<file path="config.mk">
export PLATFORM = sky130hd
export DESIGN_NAME = mips32_mem_bridge_flat
export DESIGN_NICKNAME = d
export VERILOG_FILES = /design/src/rtl/mips32_mem_bridge_pkg.sv /design/src/rtl/mips32_mem_bridge_if.sv /design/src/rtl/mips32_mem_bridge.sv /design/src/flat_wrapper.sv
export SDC_FILE = /design/constraint.sdc
export NUM_CORES = 1
export LEC_CHECK = 0
export BUFFER_PORTS_ARGS = -buffer_cell sky130_fd_sc_hd__buf_4
export CELL_PAD_IN_SITES_DETAIL_PLACEMENT = 0
export CELL_PAD_IN_SITES_GLOBAL_PLACEMENT = 2
export CORE_MARGIN = 2
export CORE_UTILIZATION = 18
export CTS_BUF_LIST = sky130_fd_sc_hd__clkbuf_8
export DETAILED_ROUTE_END_ITERATION = 10
export GPL_TIMING_DRIVEN = 0
export HOLD_SLACK_MARGIN = 0.02
export PLACE_DENSITY_LB_ADDON = 0.1
export SETUP_SLACK_MARGIN = 0.3
export SYNTH_ARGS = -nofsm -noshare
export SYNTH_HDL_FRONTEND = slang
export SYNTH_SLANG_ARGS = --single-unit
</file>
<file path="constraint.sdc">
create_clock -name clock -period 2.3 [get_ports clock]
set_clock_uncertainty 0.15 [all_clocks]
set_input_delay 0.345 -clock clock [delete_from_list [all_inputs] [get_ports clock]]
set_output_delay 0.345 -clock clock [all_outputs]
set_load 0.02 [all_outputs]
</file>
<file path="src/rtl/mips32_mem_bridge_pkg.sv">
// Shared constants for the MIPS32 data-memory bridge: FSM encoding, lane count
// and data width.
package mips32_mem_pkg;

  localparam int MEM_DWIDTH = 32;
  localparam int LANES      = 4;

  localparam logic [1:0] ST_IDLE  = 2'd0;
  localparam logic [1:0] ST_RWAIT = 2'd1;
  localparam logic [1:0] ST_RDONE = 2'd2;
  localparam logic [1:0] ST_WDONE = 2'd3;

  typedef enum logic [1:0] {
    IDLE  = ST_IDLE,
    RWAIT = ST_RWAIT,
    RDONE = ST_RDONE,
    WDONE = ST_WDONE
  } bridge_state_t;

endpackage

</file>
<file path="src/rtl/mips32_mem_bridge_if.sv">
// Core-side data-memory bus: request/address/data from the core, read data,
// acknowledge and sticky error flag back from the bridge.
interface mips32_mem_bridge_if;
  import mips32_mem_pkg::*;

  logic                  DataMem_Read;
  logic [LANES-1:0]      DataMem_Write;
  logic [29:0]           DataMem_Address;
  logic [MEM_DWIDTH-1:0] DataMem_Out;
  logic [MEM_DWIDTH-1:0] DataMem_In;
  logic                  DataMem_Ready;
  logic                  BusError;
  logic                  ErrorClear;

  modport master (
    output DataMem_Read, DataMem_Write, DataMem_Address, DataMem_Out, ErrorClear,
    input  DataMem_In, DataMem_Ready, BusError
  );

  modport slave (
    input  DataMem_Read, DataMem_Write, DataMem_Address, DataMem_Out, ErrorClear,
    output DataMem_In, DataMem_Ready, BusError
  );

endinterface

</file>
<file path="src/rtl/mips32_mem_bridge.sv">
// Bridge between the core data-memory bus and a block RAM with a registered
// read address; absorbs the one-cycle read latency and flags out-of-range accesses.
module mips32_mem_bridge
  import mips32_mem_pkg::*;
#(
  parameter int AWIDTH = 10
) (
  input  logic                  clock,
  input  logic                  reset,
  mips32_mem_bridge_if.slave    bus,
  output logic [AWIDTH-1:0]     ramReadAddr,
  input  logic [MEM_DWIDTH-1:0] ramReadData,
  output logic [AWIDTH-1:0]     ramWriteAddr,
  output logic [MEM_DWIDTH-1:0] ramWriteData,
  output logic [LANES-1:0]      ramWriteLane,
  output logic                  ramWriteEnable
);

  bridge_state_t         state_q, state_d;
  logic [MEM_DWIDTH-1:0] data_in_q, data_in_d;
  logic                  ready_q, ready_d;
  logic                  bus_err_q, bus_err_d;
  logic                  oor_q, oor_d;

  logic                  in_range_s;
  logic                  wr_req_s;
  logic                  rd_req_s;
  logic                  wr_en_s;
  logic [LANES-1:0]      wr_lane_s;

  assign in_range_s = ((bus.DataMem_Address >> AWIDTH) == 30'd0);
  assign wr_req_s   = (bus.DataMem_Write != 4'b0000);
  assign rd_req_s   = bus.DataMem_Read;

  assign ramReadAddr  = bus.DataMem_Address[AWIDTH-1:0];
  assign ramWriteAddr = bus.DataMem_Address[AWIDTH-1:0];
  assign ramWriteData = bus.DataMem_Out;

  // The RAM write strobe must land in the accept cycle so it commits before Ready.
  assign ramWriteEnable = wr_en_s & ~reset;
  assign ramWriteLane   = reset ? 4'b0000 : wr_lane_s;

  assign bus.DataMem_In    = data_in_q;
  assign bus.DataMem_Ready = ready_q;
  assign bus.BusError      = bus_err_q;

  always_comb begin
    state_d   = state_q;
    data_in_d = data_in_q;
    ready_d   = 1'b0;
    oor_d     = oor_q;
    bus_err_d = bus_err_q & ~bus.ErrorClear;
    wr_en_s   = 1'b0;
    wr_lane_s = 4'b0000;

    case (state_q)
      IDLE: begin
        if (wr_req_s) begin
          if (in_range_s) begin
            wr_en_s   = 1'b1;
            wr_lane_s = bus.DataMem_Write;
          end else begin
            wr_en_s   = 1'b0;
          end
          // A simultaneous read is dropped and reported as a protocol error.
          if (!in_range_s || rd_req_s) begin
            bus_err_d = 1'b1;
          end else begin
            bus_err_d = bus_err_q & ~bus.ErrorClear;
          end
          state_d = WDONE;
          ready_d = 1'b1;
        end else if (rd_req_s) begin
          oor_d = ~in_range_s;
          if (!in_range_s) begin
            bus_err_d = 1'b1;
          end else begin
            bus_err_d = bus_err_q & ~bus.ErrorClear;
          end
          state_d = RWAIT;
        end else begin
          state_d = IDLE;
        end
      end
      RWAIT: begin
        data_in_d = oor_q ? 32'h0000_0000 : ramReadData;
        state_d   = RDONE;
        ready_d   = 1'b1;
      end
      RDONE: state_d = IDLE;
      WDONE: state_d = IDLE;
      default: state_d = IDLE;
    endcase
  end

  always_ff @(posedge clock) begin
    if (reset) begin
      state_q   <= IDLE;
      data_in_q <= 32'h0000_0000;
      ready_q   <= 1'b0;
      bus_err_q <= 1'b0;
      oor_q     <= 1'b0;
    end else begin
      state_q   <= state_d;
      data_in_q <= data_in_d;
      ready_q   <= ready_d;
      bus_err_q <= bus_err_d;
      oor_q     <= oor_d;
    end
  end

endmodule

</file>
<file path="src/flat_wrapper.sv">
// flat-port wrapper written by rule: the top's interface ports become plain ports
module mips32_mem_bridge_flat import mips32_mem_pkg::*;
#(
  parameter int AWIDTH = 10
)
  (clock, reset, ramReadAddr, ramReadData, ramWriteAddr, ramWriteData, ramWriteLane, ramWriteEnable, bus_DataMem_Read, bus_DataMem_Write, bus_DataMem_Address, bus_DataMem_Out, bus_ErrorClear, bus_DataMem_In, bus_DataMem_Ready, bus_BusError);
  mips32_mem_bridge_if bus_i ();
  input  logic clock;
  input  logic reset;
  output logic [AWIDTH-1:0] ramReadAddr;
  input  logic [MEM_DWIDTH-1:0] ramReadData;
  output logic [AWIDTH-1:0] ramWriteAddr;
  output logic [MEM_DWIDTH-1:0] ramWriteData;
  output logic [LANES-1:0] ramWriteLane;
  output logic ramWriteEnable;
  input wire logic [$bits(bus_i.DataMem_Read)-1:0] bus_DataMem_Read;
  input wire logic [$bits(bus_i.DataMem_Write)-1:0] bus_DataMem_Write;
  input wire logic [$bits(bus_i.DataMem_Address)-1:0] bus_DataMem_Address;
  input wire logic [$bits(bus_i.DataMem_Out)-1:0] bus_DataMem_Out;
  input wire logic [$bits(bus_i.ErrorClear)-1:0] bus_ErrorClear;
  output wire logic [$bits(bus_i.DataMem_In)-1:0] bus_DataMem_In;
  output wire logic [$bits(bus_i.DataMem_Ready)-1:0] bus_DataMem_Ready;
  output wire logic [$bits(bus_i.BusError)-1:0] bus_BusError;
  assign bus_i.DataMem_Read = bus_DataMem_Read;
  assign bus_i.DataMem_Write = bus_DataMem_Write;
  assign bus_i.DataMem_Address = bus_DataMem_Address;
  assign bus_i.DataMem_Out = bus_DataMem_Out;
  assign bus_i.ErrorClear = bus_ErrorClear;
  assign bus_DataMem_In = bus_i.DataMem_In;
  assign bus_DataMem_Ready = bus_i.DataMem_Ready;
  assign bus_BusError = bus_i.BusError;
  mips32_mem_bridge #(.AWIDTH(AWIDTH)) u_core (.clock(clock), .reset(reset), .bus(bus_i), .ramReadAddr(ramReadAddr), .ramReadData(ramReadData), .ramWriteAddr(ramWriteAddr), .ramWriteData(ramWriteData), .ramWriteLane(ramWriteLane), .ramWriteEnable(ramWriteEnable));
endmodule
</file>
==> Yosys cells after proc, flatten, opt, wreduce, memory -nomap -nowiden <==
Cells that the tools add are included.
{ "totals": {"register_bits": 37, "in_bits": 102, "out_inout_bits": 91, "elab_cells": 39} }
{ "classes": {"mux": 18, "eq_ne": 3, "n_bitwise": 6, "n_reduce_logical": 7} }
{ "ops": {"columns": ["operator", "count"], "rows": [
  ["32-bit two-way mux", 1],
  ["30-bit zero test", 1],
  ["4-bit two-way mux", 4],
  ["1-bit two-way mux", 10],
  ["2-bit case mux with 3 select lines", 1],
  ["2-bit equality test, second input constant", 2],
  ["1-bit NOT", 4],
  ["4-bit nonzero test", 1],
  ["3-bit AND reduction", 1],
  ["1-bit bitwise AND", 2],
  ["2-bit by 1-bit equality test with 1-bit output, second input constant", 1],
  ["2-bit zero test", 1],
  ["2-bit two-way mux", 1],
  ["1-bit case mux with 2 select lines", 1],
  ["2-bit OR reduction", 1],
  ["1-bit zero test", 1],
  ["1-bit logical OR", 1]
]} }

==> Depth between registers and ports, before layout <==
{ "logic_depth": {"depth_word": 6, "ltp_mapped": 5} }

==> Least setup slack after synthesis <==
Ideal clock, no wire load.
{ "synth_path": {"path_type": "in2out", "startpoint": "input bus_DataMem_Address[15]", "endpoint": "output ramWriteEnable", "n_path_buf": 0, "required_ps": 1805, "stages": 3, "arrival_ps": 1676, "slack_ps": 129, "cell_sequence": "or4_4 > or3_4 > nor3b_2"} }
{ "synth_via": {"elab_chain_len": 5} }
{ "synth_lines": {"columns": ["item", "line_no", "text"], "rows": [
  ["from (decl)", "flat_wrapper.sv:18", "input wire logic [$bits(bus_i.DataMem_Address)-1:0] bus_DataMem_Address;"],
  ["30-bit zero test", "mips32_mem_bridge.sv:31", "assign in_range_s = ((bus.DataMem_Address >> AWIDTH) == 30'd0);"],
  ["1-bit two-way mux", "mips32_mem_bridge.sv:59", "if (in_range_s) begin"],
  ["1-bit two-way mux", "mips32_mem_bridge.sv:58", "if (wr_req_s) begin"],
  ["1-bit two-way mux", "mips32_mem_bridge.sv:56", "case (state_q)"],
  ["1-bit bitwise AND", "mips32_mem_bridge.sv:40", "assign ramWriteEnable = wr_en_s & ~reset;"],
  ["to (decl)", "flat_wrapper.sv:15", "output logic ramWriteEnable;"]
]} }
Every way passes these cells.

==> Worst setup path after layout <==
{ "layout_path": {"startpoint": "input bus_DataMem_Address[28]", "endpoint": "output ramWriteLane[3]"} }
{ "layout_via": {"elab_chain_len": 5} }
{ "layout_lines": {"columns": ["item", "line_no", "text"], "rows": [
  ["30-bit zero test", "mips32_mem_bridge.sv:31", null],
  ["4-bit two-way mux", "mips32_mem_bridge.sv:59", null],
  ["4-bit two-way mux", "mips32_mem_bridge.sv:58", null],
  ["4-bit two-way mux", "mips32_mem_bridge.sv:56", null],
  ["4-bit two-way mux", "mips32_mem_bridge.sv:41", "assign ramWriteLane = reset ? 4'b0000 : wr_lane_s;"],
  ["to (decl)", "flat_wrapper.sv:14", "output logic [LANES-1:0] ramWriteLane;"]
]} }
Every way passes these cells.

==> impl_metrics.xml <==
<?xml version="1.0" encoding="UTF-8"?>
<metrics>
  <group name="status">
    <metric name="outcome" unit="">completed</metric>
  </group>
  <group name="setup_path">
    <metric name="cp_slowest_stage_delay" unit="ns">0.53</metric>
    <metric name="cp.required" unit="ns">1.80</metric>
    <metric name="rr_worst_depth" unit="">5</metric>
    <metric name="reg2reg_slack" unit="ns">0.55</metric>
    <metric name="worst_setup_path_startpoint" unit="">bus_DataMem_Address[28]</metric>
    <metric name="critPathSlowestCell" unit="">or4_4</metric>
    <metric name="critPathLaunchType" unit="">primary input</metric>
    <metric name="worstPathMaxFanout" unit="">5</metric>
    <metric name="critical_path.endpoint" unit="">ramWriteLane[3]</metric>
    <metric name="worst_path_cell_trace" unit="">buf_6, or4_4, or3_4, nor3_2, buf_4</metric>
    <metric name="timing.rr.end" unit="">u_core.bus.DataMem_In[15]</metric>
    <metric name="r2r_start" unit="">u_core.state_q[0]</metric>
    <metric name="critical_path.endpoint_type" unit="">output pin</metric>
    <metric name="worst-endpoint-arrival" unit="ns">1.78</metric>
    <metric name="criticalPathCategory" unit="">in -&gt; out</metric>
  </group>
  <group name="timing">
    <metric name="fmaxAchievable" unit="GHz">0.439</metric>
    <metric name="totalNegativeSetupSlack" unit="ns">0</metric>
    <metric name="timing.final.hold_violations" unit="">0</metric>
    <metric name="final_period_util" unit="%">99.0</metric>
    <metric name="final.setup.worst_slack" unit="ns">0.0219</metric>
    <metric name="finalCriticalPeriod" unit="ns">2.28</metric>
    <metric name="grt_setup_unrepaired" unit="">yes</metric>
    <metric name="maxSlewHeadroom" unit="%">64.2</metric>
    <metric name="max_slew.worst_pin.slew" unit="ns">0.536</metric>
    <metric name="finalMaxSlewViolations" unit="">0</metric>
    <metric name="setup-violations-final" unit="">0</metric>
  </group>
  <group name="floorplan">
    <metric name="pin_count" unit="">193</metric>
    <metric name="dieArea" unit="um2">11800</metric>
    <metric name="start_util" unit="%">18.3</metric>
    <metric name="chipWidth" unit="um">108</metric>
    <metric name="fp.coreArea" unit="um2">10700</metric>
    <metric name="chipHeight" unit="um">108</metric>
    <metric name="placementRows" unit="">38</metric>
  </group>
  <group name="grt">
    <metric name="grt_util_all_layers" unit="%">10.5</metric>
    <metric name="first_pass_grt_wire_length" unit="mm">9.48</metric>
    <metric name="antenna_found_initial" unit="">0</metric>
    <metric name="grt.overflow.total" unit="">0</metric>
    <metric name="vias_in_the_first_global_route" unit="">1938</metric>
    <metric name="largest_net_degree_at_the_start_of_global_routing" unit="">12</metric>
  </group>
  <group name="clock_tree">
    <metric name="clock_sinks" unit="">37</metric>
    <metric name="clkSlewWorstSetupHoldPaths" unit="ns">0.07</metric>
    <metric name="numCtsBuffers" unit="">5</metric>
    <metric name="cts.root.buffer_cell" unit="">clkbuf_8</metric>
    <metric name="h-tree-depth" unit="">2</metric>
    <metric name="worst_skew_pair_later_pin_latency" unit="ns">0.28</metric>
    <metric name="clk_path_buf_depth" unit="">2</metric>
    <metric name="clock_tree_from_tritoncts" unit="">done</metric>
    <metric name="cts_hold_repair.buffers" unit="">0</metric>
  </group>
  <group name="hold_path">
    <metric name="timing.hold.worst.class" unit="">in -&gt; reg</metric>
  </group>
  <group name="synthesis">
    <metric name="yosys.area_share.adder" unit="%">0</metric>
    <metric name="yosys-top-cells-count" unit="">52 x buf_4, 37 x dfxtp_1, 32 x a21oi_1, 32 x nand2_1, 32 x nand3b_1</metric>
    <metric name="synth.top_cells.by_area" unit="">dfxtp_1 38%, buf_4 20%, nand3b_1 12%, a21oi_1 8.2%, nand2_1 6.1%</metric>
    <metric name="avgSynthCellArea" unit="um2">8.43</metric>
    <metric name="synth-xor-area-share" unit="%">0</metric>
    <metric name="synth_async_sr_flop_share" unit="%">0</metric>
    <metric name="synth-edff-count" unit="">0</metric>
    <metric name="synth-compound-area-share" unit="%">10.3</metric>
    <metric name="post-synth-top-area-cell" unit="">dfxtp_1</metric>
    <metric name="postSynthCellCount" unit="">233</metric>
    <metric name="synth_most_common_cell" unit="">buf_4</metric>
    <metric name="ys.warnings.count" unit="">0</metric>
    <metric name="dominant_combinational_cell_family_by_area_after_synthesis" unit="">simple AND/OR/NAND/NOR gates</metric>
    <metric name="synth.top_cell.area_share" unit="%">37.7</metric>
    <metric name="synth_seq_area_share" unit="%">37.7</metric>
    <metric name="mappedNetlistNets" unit="">335</metric>
    <metric name="muxShareOfSynthArea" unit="%">0</metric>
    <metric name="synth-simple-area-share" unit="%">28.5</metric>
    <metric name="synth-seq-cells" unit="">37</metric>
    <metric name="ys_types" unit="">24</metric>
    <metric name="mappedNetlistArea" unit="um2">1960</metric>
    <metric name="synth-main-ff-cell" unit="">dfxtp_1</metric>
  </group>
  <group name="placement">
    <metric name="dpl_worst_slack" unit="ns">-0.0483</metric>
    <metric name="gp_routability_congestion" unit="">0.639</metric>
    <metric name="dp.final_hpwl" unit="mm">4.95</metric>
    <metric name="portBuffers" unit="">149</metric>
  </group>
  <group name="layout">
    <metric name="num-fill-cells" unit="">1153</metric>
    <metric name="ratio_of_cells_with_drive_above_1_in_the_final_layout" unit="%">57.4</metric>
    <metric name="area.growth.synth_to_final" unit="%">74.6</metric>
    <metric name="nets" unit="">495</metric>
    <metric name="layout.area.seq" unit="um2">741</metric>
    <metric name="multi_input_area" unit="um2">772</metric>
    <metric name="n_antenna_cell" unit="">0</metric>
  </group>
  <group name="power_and_ir_drop">
    <metric name="p_leak" unit="nW">1.56</metric>
    <metric name="power_per_cell_area" unit="nW/um2">496</metric>
    <metric name="vdd_drop_max" unit="uV">240</metric>
    <metric name="post_layout_total_power" unit="W">0.00170</metric>
  </group>
  <group name="route">
    <metric name="detail_route.wirelength" unit="mm">6.51</metric>
    <metric name="routed_via_density" unit="">3.86</metric>
    <metric name="dr.pass1.iters" unit="">4</metric>
    <metric name="vias" unit="">2059</metric>
    <metric name="route.detailed.wl_per_inst" unit="um">12.2</metric>
    <metric name="drt.antenna.violating_nets" unit="">0</metric>
    <metric name="drt_iter0_drcs" unit="">28</metric>
    <metric name="detail_route.drc_violations" unit="">0</metric>
  </group>
  <group name="run">
    <metric name="drv.max_cap_violation_count" unit="">0</metric>
  </group>
</metrics>
-- worst min-delay path by stage --
stage,start,end,cells after the start
6_report,bus_DataMem_Read,u_core.state_q[0],2
5_1_grt,ramReadData[2],u_core.bus.DataMem_In[2],3
4_1_cts,bus_DataMem_Read,u_core.state_q[0],2
3_5_place_dp,u_core.bus.DataMem_In[9],u_core.bus.DataMem_In[9],2
3_3_place_gp,u_core.bus.DataMem_In[16],u_core.bus.DataMem_In[16],2
2_1_floorplan,u_core.state_q[1],u_core.bus.DataMem_Ready,1
-- critical path: cells and delay by family --
| kind | cells | cell delay [ns] |
|---|---|---|
| AND/OR/NAND/NOR | 3 | 1.19 |
| buffers and inverters | 2 | 0.25 |
-- placed cells by master, fill, tap and decap left out, drive strengths merged --
cell type  count
dfxtp         37
a211oi         2
nand2         32
nor3b          2
clkinv         1
nor2           1
a2bb2oi        1
inv            4
clkbuf        22
nand2b         1
nor3           8
a21oi         32
o21ba          1
buf          205
or3b           2
nand3b        32
or3            1
or4            6
nor4           2
o21a           1
nor2b          1
-- registers in the layout (all words and copies together) (netlist names) --
signal / flops
u_core.bus.DataMem_In: 32
u_core.bus.DataMem_Ready: 1
u_core.state_q: 2
u_core.bus.BusError: 1
u_core.oor_q: 1
-- power breakdown --
group	internal, W	switching [W]	leakage (nW)
combinational	0.000262	0.000232	1.20
sequential	0.000677	0.0000208	0.302
clock	0.000271	0.000239	0.0542
-- kinds of logic (layout without fill, tap and decap cells) --
family | Yosys count | count (layout)
buffers and inverters | 71 | 232
AND/OR/NAND/NOR | 88 | 88
AO/OA/AOI/OAI | 37 | 37
flip-flops | 37 | 37
-- layout make-up --
type | instances | share of cell area [%]
clock inverter | 1 | 0.146
inverter | 4 | 0.438
timing repair buffer | 153 | 34.4
sequential | 37 | 21.6
multi-input combinational | 125 | 22.5
buffer | 67 | 13.0
tap | 140 | 5.11
clock buffer | 7 | 2.81
-- repair_timing --
item / CTS / global route
gates resized for setup: 7 / 2
setup endpoints to repair: 5 / 5
pin swaps: 8 / 3
buffers inserted: 4 / 0
-- per-layer routing --
layer	routed length (um)	GRT usage, %
met5	0	0
met4	48	2.47
met3	587	3.07
met2	3410	19.7
met1	2470	11.5
-- stage by stage --
stage	util, %	std cells	area [um2]	hold WS [ns]
after floorplan	-	233	1970	0.327
after global placement	30.4	522	3260	0.290
after detailed placement	30.4	522	3260	0.294
after CTS	31.8	534	3420	0.161
after global routing	31.9	534	3430	0.173
final	31.9	534	3430	0.178
No activity file was read; power rests on OpenSTA's default activity.
